[src/rtl/branch_pc_unit.sv]
// Program counter and branch resolution stage downstream of the equality comparator.
// Define BRANCH_PC_LINK_EN to add the link register and the link_addr port.
module branch_pc_unit #(
   parameter int unsigned           width     = 8,
   parameter logic [width-1:0]      RESET_VEC = '0
) (
   input  logic             clk,
   input  logic             rst,
   input  logic             En,
   input  logic             br_req,
   input  logic             br_link,
   input  logic [width-1:0] br_target,
   input  logic             cmp_out,
   output logic             cmp_en,
   output logic [width-1:0] pc,
   output logic             pc_valid,
   output logic             busy,
`ifdef BRANCH_PC_LINK_EN
   output logic             flush,
   output logic [width-1:0] link_addr
`else
   output logic             flush
`endif
);

   typedef enum logic [1:0] {
      IDLE     = 2'd0,
      FETCH    = 2'd1,
      RESOLVE  = 2'd2,
      REDIRECT = 2'd3
   } state_t;

   state_t           state_q, state_d;
   logic [width-1:0] pc_q, pc_d;
   logic [width-1:0] tgt_q, tgt_d;
   logic [width-1:0] ret_q, ret_d;
   logic             capture;

   // Next state and next pc; everything holds whenever En is low.
   always_comb begin
      state_d = state_q;
      pc_d    = pc_q;
      tgt_d   = tgt_q;
      ret_d   = ret_q;
      capture = 1'b0;
      if (En) begin
         case (state_q)
            IDLE: begin
               pc_d    = RESET_VEC;
               state_d = FETCH;
            end
            FETCH: begin
               if (br_req) begin
                  tgt_d   = br_target;
                  ret_d   = pc_q + 1'b1;
                  capture = 1'b1;
                  state_d = RESOLVE;
               end else begin
                  pc_d = pc_q + 1'b1;
               end
            end
            RESOLVE: begin
               if (cmp_out) begin
                  pc_d    = tgt_q;
                  state_d = REDIRECT;
               end else begin
                  pc_d    = ret_q;
                  state_d = FETCH;
               end
            end
            REDIRECT: state_d = FETCH;
            default:  state_d = IDLE;
         endcase
      end
   end

   always_ff @(posedge clk) begin
      if (rst) begin
         state_q <= IDLE;
         pc_q    <= RESET_VEC;
         tgt_q   <= '0;
         ret_q   <= '0;
      end else begin
         state_q <= state_d;
         pc_q    <= pc_d;
         tgt_q   <= tgt_d;
         ret_q   <= ret_d;
      end
   end

`ifdef BRANCH_PC_LINK_EN
   logic             link_q;
   logic [width-1:0] link_addr_q;

   // The return address is published on the edge that leaves RESOLVE as taken.
   always_ff @(posedge clk) begin
      if (rst) begin
         link_q      <= 1'b0;
         link_addr_q <= '0;
      end else begin
         if (capture) link_q <= br_link;
         if (En && state_q == RESOLVE && cmp_out && link_q) link_addr_q <= ret_q;
      end
   end

   assign link_addr = link_addr_q;
`else
   logic unused_link;
   assign unused_link = br_link & capture;
`endif

   assign pc       = pc_q;
   assign pc_valid = (state_q == FETCH);
   assign cmp_en   = (state_q == RESOLVE);
   assign busy     = (state_q == RESOLVE) || (state_q == REDIRECT);
   assign flush    = (state_q == REDIRECT);

endmodule

[config.mk]
export PLATFORM = sky130hd
export DESIGN_NAME = branch_pc_unit
export DESIGN_NICKNAME = d
export VERILOG_FILES = /design/src/rtl/branch_pc_unit.sv
export SDC_FILE = /design/constraint.sdc
export NUM_CORES = 1
export LEC_CHECK = 0
export ABC_AREA = 1
export CORE_ASPECT_RATIO = 1.1
export CORE_MARGIN = 3
export CORE_UTILIZATION = 51
export CTS_BUF_LIST = sky130_fd_sc_hd__clkbuf_4 sky130_fd_sc_hd__clkbuf_8 sky130_fd_sc_hd__clkbuf_16
export DETAILED_ROUTE_END_ITERATION = 8
export PLACE_DENSITY_LB_ADDON = 0.3
export SYNTH_ARGS = -nofsm -noshare
export SYNTH_HDL_FRONTEND = slang
export SYNTH_SLANG_ARGS = --single-unit
[constraint.sdc]
create_clock -name clk -period 1.7 [get_ports clk]
set_input_delay 0.34 -clock clk [delete_from_list [all_inputs] [get_ports clk]]
set_output_delay 0.34 -clock clk [all_outputs]
set_load 0.02 [all_outputs]
==> reports/metrics.yaml, run 1 <==
cp_num_buf_inv: 2
min_from: "tgt_q[6]"
root_buffer: "clkbuf_4"
cts_tree: "done"
syn_area_sq_um: 1400
holdPathEnd: "tgt_q[6]"
antenna_found_initial: 0
critPathArrivalTime_ns: 1.29
crit_chain: "buf_4 > ha_2 > clkdlybuf4s15_2"
crit_slowest_cell: "dfxtp_2"
clock_latency_ns: 0.33
hold_viol: 0
path_delay_family: "buffers and inverters"
switching_share_pct: 27.5
finalWeightedCongestion: 0.845
end_kind: "output port"
power.net_switching_uw: 308
diodes: 0
seq_area_sq_um: 522
max_freq_mhz: 612
portBuffers: 24
core-area_sq_um: 2540
rsz0062_at_grt: "false"
cts.sinks: 26
die_x_um: 55.9
p_seq_share_pct: 57.4
clk_path_buf_depth: 2
worstSetupPathType: "register to output port"
whs_path_depth: 2
numCtsBuffers: 3
syn_avg_cell_area_sq_um: 7.27
ys_seq_elements: 26
floorplan.initialDensity_pct: 54.9
worstMarginPinSlew_ns: 0.460
setup_tns_ns: 0
ctsHoldBuffers: 0
vias_per_cell: 5.19
startpoint_type: "register"
hold_path.class: "register to register"
setup_viol: 0
drv_cap: 0
p_int_uw: 811
p_leak_nw: 0.774
cp.required_ns: 1.36
worstPathMaxFanout: 3
multi_input_area_sq_um: 724
finalNetCount: 242
grt_pass1_vias: 1291
area_delta_synth_final_pct: 24.0
place_area_sq_um: 1710
worstRegToRegCells: 7
ys_warn_count: 0
synthDistinctLibCells: 28
power_mw: 1.12
pwr-share-comb_pct: 19.3
status: "complete, no violations"
finalClockSkew_ns: 0.00915
drive_gt1_share_pct: 15.4
syn_inst: 192
grt_pass1_wl_um: 5400
ys_seq_area_share_pct: 37.3
drtAntennaViolNets: 0
r2r_setup_slack_ns: 0.15
finalNonFillerCells: 252
slew_headroom_pct: 69.3
grt_use_total_pct: 20.2
fin_ws_ns: 0.0666
cts_max_level: 1
powerDensity_nw_per_um2: 647
grt_max_degree: 19
pwr-share-clk_pct: 23.3
num_vias: 1309
route.detailed.drc: 0
dieArea_sq_um: 3400
die_h_um: 60.9
synth.net_count: 211
drt_wl_total_um: 3180
clk_pin_slew_worst_paths_ns: 0.14
place.detailed.hpwl_um: 2360
period_share_pct: 96.1
r2r-start: "state_q[1]"
dp_slack_ns: -0.102
max_stage_delay_ns: 0.37
finalMaxSlewViolations: 0
io_pins: 26
place_inst: 248
firstDrtPassIters: 4
overflow: 0
design_area_sq_um: 1730
routedWlPerCell_um: 12.6
rr_endpoint: "pc[1]"
fin_crit_ns: 1.63
nFillCells: 219
peakVddDrop_uv: 627
initialDrtViolationCount: 36
row_count: 19
cell type report:
type	count	share of cell area, %
flip-flops and latches	26	30.1
repair buffers	35	18.6
inverters	27	5.85
multi-input cells	130	41.8
clock buffers	3	1.30
well taps	31	2.24
worst register-to-register path, delay by kind of cell (launching register included):
family	cells	cell delay, ns
AND/OR/NAND/NOR	3	0.52
flip-flops	1	0.37
AO/OA/AOI/OAI	2	0.25
adder cells (fa/ha/maj)	1	0.21
buffers and inverters	1	0.14
synthesized netlist by cell type:
cell	instances	area share [%]
a21oi_1	20	7.2
a21oi_2	3	1.9
buf_2	3	1.1
buf_4	4	2.2
clkbuf_2	1	0.36
clkbuf_4	1	0.54
clkinv_1	1	0.27
dfxtp_1	26	37
ha_1	5	4.5
inv_1	26	7.0
nand2_1	39	10
nand2_2	3	1.3
nand2_4	1	0.81
nand3_1	5	1.8
nand3_2	1	0.72
nand3b_1	1	0.54
nor2_1	11	3.0
nor2_2	1	0.45
nor2_4	1	0.81
nor2_8	1	1.4
o211ai_1	7	3.8
o21a_1	2	1.1
o21ai_0	23	8.2
o21ai_2	1	0.63
o21bai_1	2	1.1
or2_2	1	0.45
xnor2_1	1	0.63
xor2_1	1	0.63
logic make-up after synthesis:
family | after synthesis | synth area share (%)
DFF | 26 | 37.3
buffers and inverters | 36 | 11.4
xor gates and xnor gates | 2 | 1.25
AOI/OAI and AO/OA | 58 | 23.8
and+or+nand+nor | 65 | 21.8
adders and majority gates | 5 | 4.48
state kept, by name, indices dropped and copies added, names as in the netlist:
name / count
state_q: 2
tgt_q: 8
pc: 8
ret_q: 8
placed cells by master, fill, tap and decap left out, types with 3 or more instances in the layout:
cell type        count
inv_1               26
a21oi_2              3
nand2_1             39
o211ai_1             7
clkbuf_4             3
nand3_1              5
nor2_1              11
dfxtp_1             25
o21ai_0             23
nand2_2              3
a21oi_1             20
ha_1                 3
clkdlybuf4s50_1     13
buf_4               10
dlygate4sd2_1        6
per-stage QoR:
step | utilization, % | hold slack, ns
finish | 68.1 | 0.464
global route | 68.1 | 0.494
global placement | 67.0 | 0.440
detailed placement | 67.0 | 0.449
CTS | 67.6 | 0.468
floorplan | - | 0.429
metal layers:
| metal | track usage (%) | vias up | share of wire [%] |
|---|---|---|---|
| li1 | - | 677 | - |
| met5 | 0 | - | 0 |
| met2 | 37.8 | 25 | 49 |
| met3 | 2.77 | 8 | 4.0 |
| met4 | 12.2 | 0 | 2.0 |
| met1 | 22.3 | 599 | 45 |
worst max path at each step:
stage / start / end / slack [ns] / depth (start not counted)
floorplan: state_q[0] / busy / 0.13 / 4
global placement: state_q[0] / busy / -0.09 / 4
detailed placement: state_q[0] / busy / -0.10 / 4
CTS: state_q[0] / busy / -0.03 / 4
global route: state_q[1] / cmp_en / 0.006 / 3
finish: state_q[0] / pc_valid / 0.07 / 3
what timing repair did:
action                     CTS  global route
gates resized for setup     20             7
setup buffers                1             0
pin swaps                    0             0
setup endpoints to repair   10             7
power groups by stage:
stage / Clock (mW) / Sequential, mW / Combinational (mW)
floorplan: 0 / 0.656 / 0.127
global placement: 0 / 0.655 / 0.207
detailed placement: 0 / 0.656 / 0.212
CTS: 0.276 / 0.642 / 0.210
global route: 0.285 / 0.645 / 0.238
finish: 0.261 / 0.642 / 0.216
Note: power is estimated with default switching activity, not from simulation.
==> inputs of run 2 (changes only) <==
--- a/config.mk
+++ b/config.mk
@@ -11,7 +11,7 @@
 export CORE_UTILIZATION = 51
 export CTS_BUF_LIST = sky130_fd_sc_hd__clkbuf_4 sky130_fd_sc_hd__clkbuf_8 sky130_fd_sc_hd__clkbuf_16
 export DETAILED_ROUTE_END_ITERATION = 8
-export PLACE_DENSITY_LB_ADDON = 0.3
+export PLACE_DENSITY = 0.78
 export SYNTH_ARGS = -nofsm -noshare
 export SYNTH_HDL_FRONTEND = slang
 export SYNTH_SLANG_ARGS = --single-unit
==> reports/metrics.yaml, run 2 (same netlist as run 1, synthesis figures left out) <==
finalMaxSlewViolations: 0  # unchanged
hold_viol: 0  # unchanged
finalClockSkew_ns: 0.00831  # -0.000841 ns
status: "complete, no violations"
end_kind: "output port"
floorplan.initialDensity_pct: 54.9  # unchanged
root_buffer: "clkbuf_4"
drtAntennaViolNets: 0  # unchanged
drv_cap: 0  # unchanged
period_share_pct: 96.9  # +0.84 points
routedWlPerCell_um: 12.9  # +2.3%
max_freq_mhz: 607  # -0.86%
vias_per_cell: 5.34  # +2.8%
overflow: 0  # unchanged
crit_slowest_cell: "dfxtp_2"
crit_chain: "inv_2 > ha_2 > or2_4 > buf_6"
antenna_found_initial: 0  # unchanged
cts_tree: "done"
die_h_um: 60.9  # unchanged
grt_max_degree: 19  # unchanged
peakVddDrop_uv: 712  # +14%
cts_max_level: 1  # unchanged
startpoint_type: "register"
diodes: 0  # unchanged
clock_latency_ns: 0.32  # about the same
p_leak_nw: 0.802  # +3.6%
grt_pass1_wl_um: 5220  # -3.2%
clk_pin_slew_worst_paths_ns: 0.15  # about the same
num_vias: 1373  # +4.9%
powerDensity_nw_per_um2: 723  # +12%
whs_path_depth: 2  # unchanged
initialDrtViolationCount: 67  # +86%
area_delta_synth_final_pct: 27.5
nFillCells: 234  # +6.8%
cp_num_buf_inv: 2  # unchanged
drt_wl_total_um: 3320  # +4.4%
grt_pass1_vias: 1229  # -4.8%
final_cell_mix: "nand2_1, inv_1, dfxtp_1, o21ai_0, a21oi_1"
worstMarginPinSlew_ns: 0.244  # -0.216 ns
finalNetCount: 246  # +1.7%
worstSetupPathType: "register to output port"
final_common_cell: "nand2_1"
place_inst: 249  # +0.40%
power_mw: 1.29  # +15%
route.detailed.drc: 0  # unchanged
fin_ws_ns: 0.0524  # -0.0143 ns
portBuffers: 24  # unchanged
path_delay_family: "flip-flops"
numCtsBuffers: 3  # unchanged
critPathArrivalTime_ns: 1.31  # +0.02 ns
cp.required_ns: 1.36  # about the same
setup_viol: 0  # unchanged
clk_path_buf_depth: 2  # unchanged
io_pins: 26  # unchanged
finalNonFillerCells: 257  # +2.0%
row_count: 19  # unchanged
finalWeightedCongestion: 0.804  # -4.9%
grt_use_total_pct: 19.4  # -0.85 points
dieArea_sq_um: 3400  # unchanged
place.detailed.hpwl_um: 2450  # +4.0%
firstDrtPassIters: 4  # unchanged
dp_slack_ns: -0.0835  # +0.0184 ns
hold_path.class: "register to register"
worstRegToRegCells: 7  # unchanged
die_x_um: 55.9  # unchanged
slew_headroom_pct: 83.7  # +14 points
fin_crit_ns: 1.65  # +0.0143 ns
core-area_sq_um: 2540  # unchanged
ctsHoldBuffers: 0  # unchanged
max_stage_delay_ns: 0.38  # about the same
worstPathMaxFanout: 4  # +1
path_depth: 4  # +1
drive_gt1_share_pct: 18.6  # +3.2 points
rsz0062_at_grt: "false"
cts.sinks: 26  # unchanged
-- run 2: repair_timing --
item,CTS,global route
endpoints found under the setup margin,8,12
gates resized for setup,18,13
gates cloned,0,2
setup buffers,0,2
-- run 2: metrics by stage --
step           util, %  hold slack (ns)  area (sq um)  TNS (ns)
6_report          70.0            0.462          1780         0
4_1_cts           68.4            0.465          1740   -0.0443
3_3_place_gp      66.8            0.440          1700   -0.0450
3_5_place_dp      66.8            0.445          1700    -0.130
5_1_grt           70.0            0.481          1780         0
2_1_floorplan        -            0.429          1400         0
-- run 2: worst paths after layout --
path / end / slack (ns) / from
max: busy / 0.05 / state_q[0]
max reg2reg: tgt_q[0] / 0.12 / state_q[0]
min: tgt_q[3] / 0.46 / tgt_q[3]
min reg2reg: tgt_q[3] / 0.46 / tgt_q[3]
-- run 2: metal layers --
layer | up-vias | share of wire (%) | track usage (%)
li1 | 684 | - | -
met1 | 629 | 43 | 23.3
met2 | 56 | 50 | 35.6
met3 | 4 | 5.9 | 1.91
met4 | 0 | 1.4 | 8.81
met5 | - | 0 | 0
-- run 2: where the power goes --
part | switching, mW | leakage (nW) | internal [mW]
sequential | 0.0115 | 0.211 | 0.631
clock | 0.190 | 0.0279 | 0.238
combinational | 0.121 | 0.562 | 0.0953
total | 0.323 | 0.802 | 0.965
-- run 2: area by class of cell --
cell class / instances / area [sq um] / share of cell area, %
timing repair buffer: 37 / 324 / 18.2
sequential: 26 / 523 / 29.4
timing repair inverter: 2 / 12.5 / 0.703
clock buffer: 3 / 22.5 / 1.26
multi-input combinational: 130 / 724 / 40.7
tap: 31 / 38.8 / 2.18
clock inverter: 1 / 30.0 / 1.69
inverter: 27 / 105 / 5.90
-- run 2: worst register-to-register path: cells and delay by family, from the launching register on --
| family | cells | cell delay [ns] |
|---|---|---|
| flip-flops | 1 | 0.38 |
| buffers and inverters | 2 | 0.36 |
| AO/OA/AOI/OAI | 2 | 0.28 |
| AND/OR/NAND/NOR | 2 | 0.27 |
| adder cells (fa/ha/maj) | 1 | 0.21 |
==> inputs of run 3 (changes only) <==
--- a/config.mk
+++ b/config.mk
@@ -8,10 +8,12 @@
 export ABC_AREA = 1
 export CORE_ASPECT_RATIO = 1.1
 export CORE_MARGIN = 3
-export CORE_UTILIZATION = 51
+export CORE_UTILIZATION = 55
 export CTS_BUF_LIST = sky130_fd_sc_hd__clkbuf_4 sky130_fd_sc_hd__clkbuf_8 sky130_fd_sc_hd__clkbuf_16
 export DETAILED_ROUTE_END_ITERATION = 8
-export PLACE_DENSITY = 0.78
+export GPL_TIMING_DRIVEN = 0
+export PLACE_DENSITY = 0.83
+export SKIP_CTS_REPAIR_TIMING = 1
 export SYNTH_ARGS = -nofsm -noshare
 export SYNTH_HDL_FRONTEND = slang
 export SYNTH_SLANG_ARGS = --single-unit
==> constraint.sdc (replaced) <==
create_clock -name clk -period 2 [get_ports clk]
set_input_delay 0.4 -clock clk [delete_from_list [all_inputs] [get_ports clk]]
set_output_delay 0.4 -clock clk [all_outputs]
set_load 0.02 [all_outputs]
==> reports/metrics.yaml, run 3 (same netlist as run 1, synthesis figures left out) <==
status: "complete, no violations"
startpoint_type: "register"
portBuffers: 22  # -8.3%
firstDrtPassIters: 4  # unchanged
drt_wl_total_um: 3200  # -3.4%
route.detailed.drc: 0  # unchanged
io_pins: 26  # unchanged
switching_share_pct: 27.1  # +2.0 points
cp.required_ns: 1.60  # +0.24 ns
numCtsBuffers: 3  # unchanged
dp_slack_ns: -0.0623  # +0.0212 ns
hold_path.class: "input port to register"
powerDensity_nw_per_um2: 581  # -20%
power.net_switching_uw: 269  # -17%
row_count: 18  # -1
setup_viol: 0  # unchanged
rsz0062_at_grt: "false"
worstMarginPinSlew_ns: 0.288  # +0.0440 ns
area_delta_synth_final_pct: 22.2
peakVddDrop_uv: 532  # -25%
crit_chain: "ha_2 > clkdlybuf4s50_1"
core-area_sq_um: 2320  # -8.8%
num_vias: 1324  # -3.6%
worstPathMaxFanout: 4  # unchanged
max_stage_delay_ns: 0.60  # +0.22 ns
max_freq_mhz: 513
diodes: 0  # unchanged
die_h_um: 58.8  # -3.3%
finalNonFillerCells: 248  # -3.5%
hold_viol: 0  # unchanged
drv_cap: 0  # unchanged
grt_pass1_vias: 1247  # +1.5%
clock_latency_ns: 0.33  # about the same
multi_input_area_sq_um: 719  # -0.69%
seq_area_sq_um: 524  # +0.24%
routedWlPerCell_um: 12.9  # about the same
path_delay_family: "buffers and inverters"
place.detailed.hpwl_um: 2480  # +0.99%
cts.sinks: 26  # unchanged
place_inst: 244  # -2.0%
rr_endpoint: "pc[2]"
finalNetCount: 238  # -3.3%
r2r_setup_slack_ns: 0.40  # +0.28 ns
grt_max_degree: 15  # -4
design_area_sq_um: 1710  # -4.1%
vias_per_cell: 5.34  # about the same
clk_path_buf_depth: 2  # unchanged
cp_num_buf_inv: 1  # -1
pwr-share-comb_pct: 17.3  # +0.5 points
period_share_pct: 97.6
floorplan.initialDensity_pct: 60.2  # +5.3 points
cts_tree: "done"
p_leak_nw: 0.737  # -8.1%
worstSetupPathType: "register to output port"
p_seq_share_pct: 55.2  # +5.3 points
end_kind: "output port"
finalWeightedCongestion: 0.785  # -2.4%
nFillCells: 190  # -19%
drive_gt1_share_pct: 13.3  # -5.3 points
clk_pin_slew_worst_paths_ns: 0.14  # about the same
root_buffer: "clkbuf_4"
overflow: 0  # unchanged
crit_slowest_cell: "clkdlybuf4s50_1"
min_from: "rst"
p_int_uw: 722  # -25%
dieArea_sq_um: 3180  # -6.5%
place_area_sq_um: 1650  # -2.7%
final_common_cell: "nand2_1"
cts_max_level: 1  # unchanged
grt_pass1_wl_um: 5310  # +1.6%
finalMaxSlewViolations: 0  # unchanged
critPathArrivalTime_ns: 1.55  # +0.24 ns
final_cell_mix: "nand2_1, inv_1, dfxtp_1, o21ai_0, a21oi_1"
power_uw: 991  # -23%
die_x_um: 54.0  # -3.3%
holdPathEnd: "pc[6]"
worstRegToRegCells: 8  # +1
finalClockSkew_ns: 0.00130  # -0.00701 ns
r2r-start: "state_q[1]"
fin_ws_ns: 0.0488  # -0.00354 ns
grt_use_total_pct: 22.7  # +3.3 points
fin_crit_ns: 1.95
antenna_found_initial: 0  # unchanged
whs_path_depth: 2  # unchanged
initialDrtViolationCount: 58  # -13%
pwr-share-clk_pct: 27.4  # -5.9 points
slew_headroom_pct: 80.8  # -2.9 points
drtAntennaViolNets: 0  # unchanged
-- run 3: changes by cell type in the layout (fill, tap and decap cells not counted), moves of 2 or more --
cell / change
dfxtp_2: -2
buf_4: -10
dlygate4sd2_1: -4
clkdlybuf4s50_1: +5
clkinvlp_4: -2
inv_1: +2
-- run 3: per-stage QoR --
step                util (%)  hold slack (ns)  TNS, ns
finish                  73.6            0.295        0
global route            73.6            0.280        0
CTS                     72.9            0.291   -0.470
detailed placement      71.3            0.444  -0.0623
global placement        71.3            0.440  -0.0176
floorplan                  -            0.429        0
-- run 3: layer usage --
layer	vias up	wire (um)	part of all wire [%]	GRT usage [%]
li1	672	-	-	-
met5	-	0	0	0
met4	0	70	2.2	11.0
met1	600	1330	41	26.7
met2	45	1620	51	39.1
met3	7	186	5.8	3.54
-- run 3: area by class of cell --
type	count	share of cell area, %
sequential	26	30.7
clock buffer	4	2.13
buffer	9	3.59
timing repair buffer	22	13.3
inverter	27	5.94
multi-input combinational	130	42.2
tap	30	2.20
-- run 3: power by group through the flow --
stage                     sequential (mW)  clock [mW]  combinational (mW)
after floorplan                     0.557           0               0.108
after global placement              0.557           0               0.163
after detailed placement            0.559           0               0.167
after CTS                           0.547       0.280               0.169
after global routing                0.549       0.294               0.188
final                               0.547       0.272               0.172
-- run 3: how the worst max path moves through the flow --
stage               cells past startpoint  endpoint        from
floorplan                               4      busy  state_q[0]
global placement                        5      busy  state_q[0]
detailed placement                      5      busy  state_q[0]
CTS                                     5      busy  state_q[0]
global route                            2    cmp_en  state_q[1]
finish                                  2    cmp_en  state_q[1]
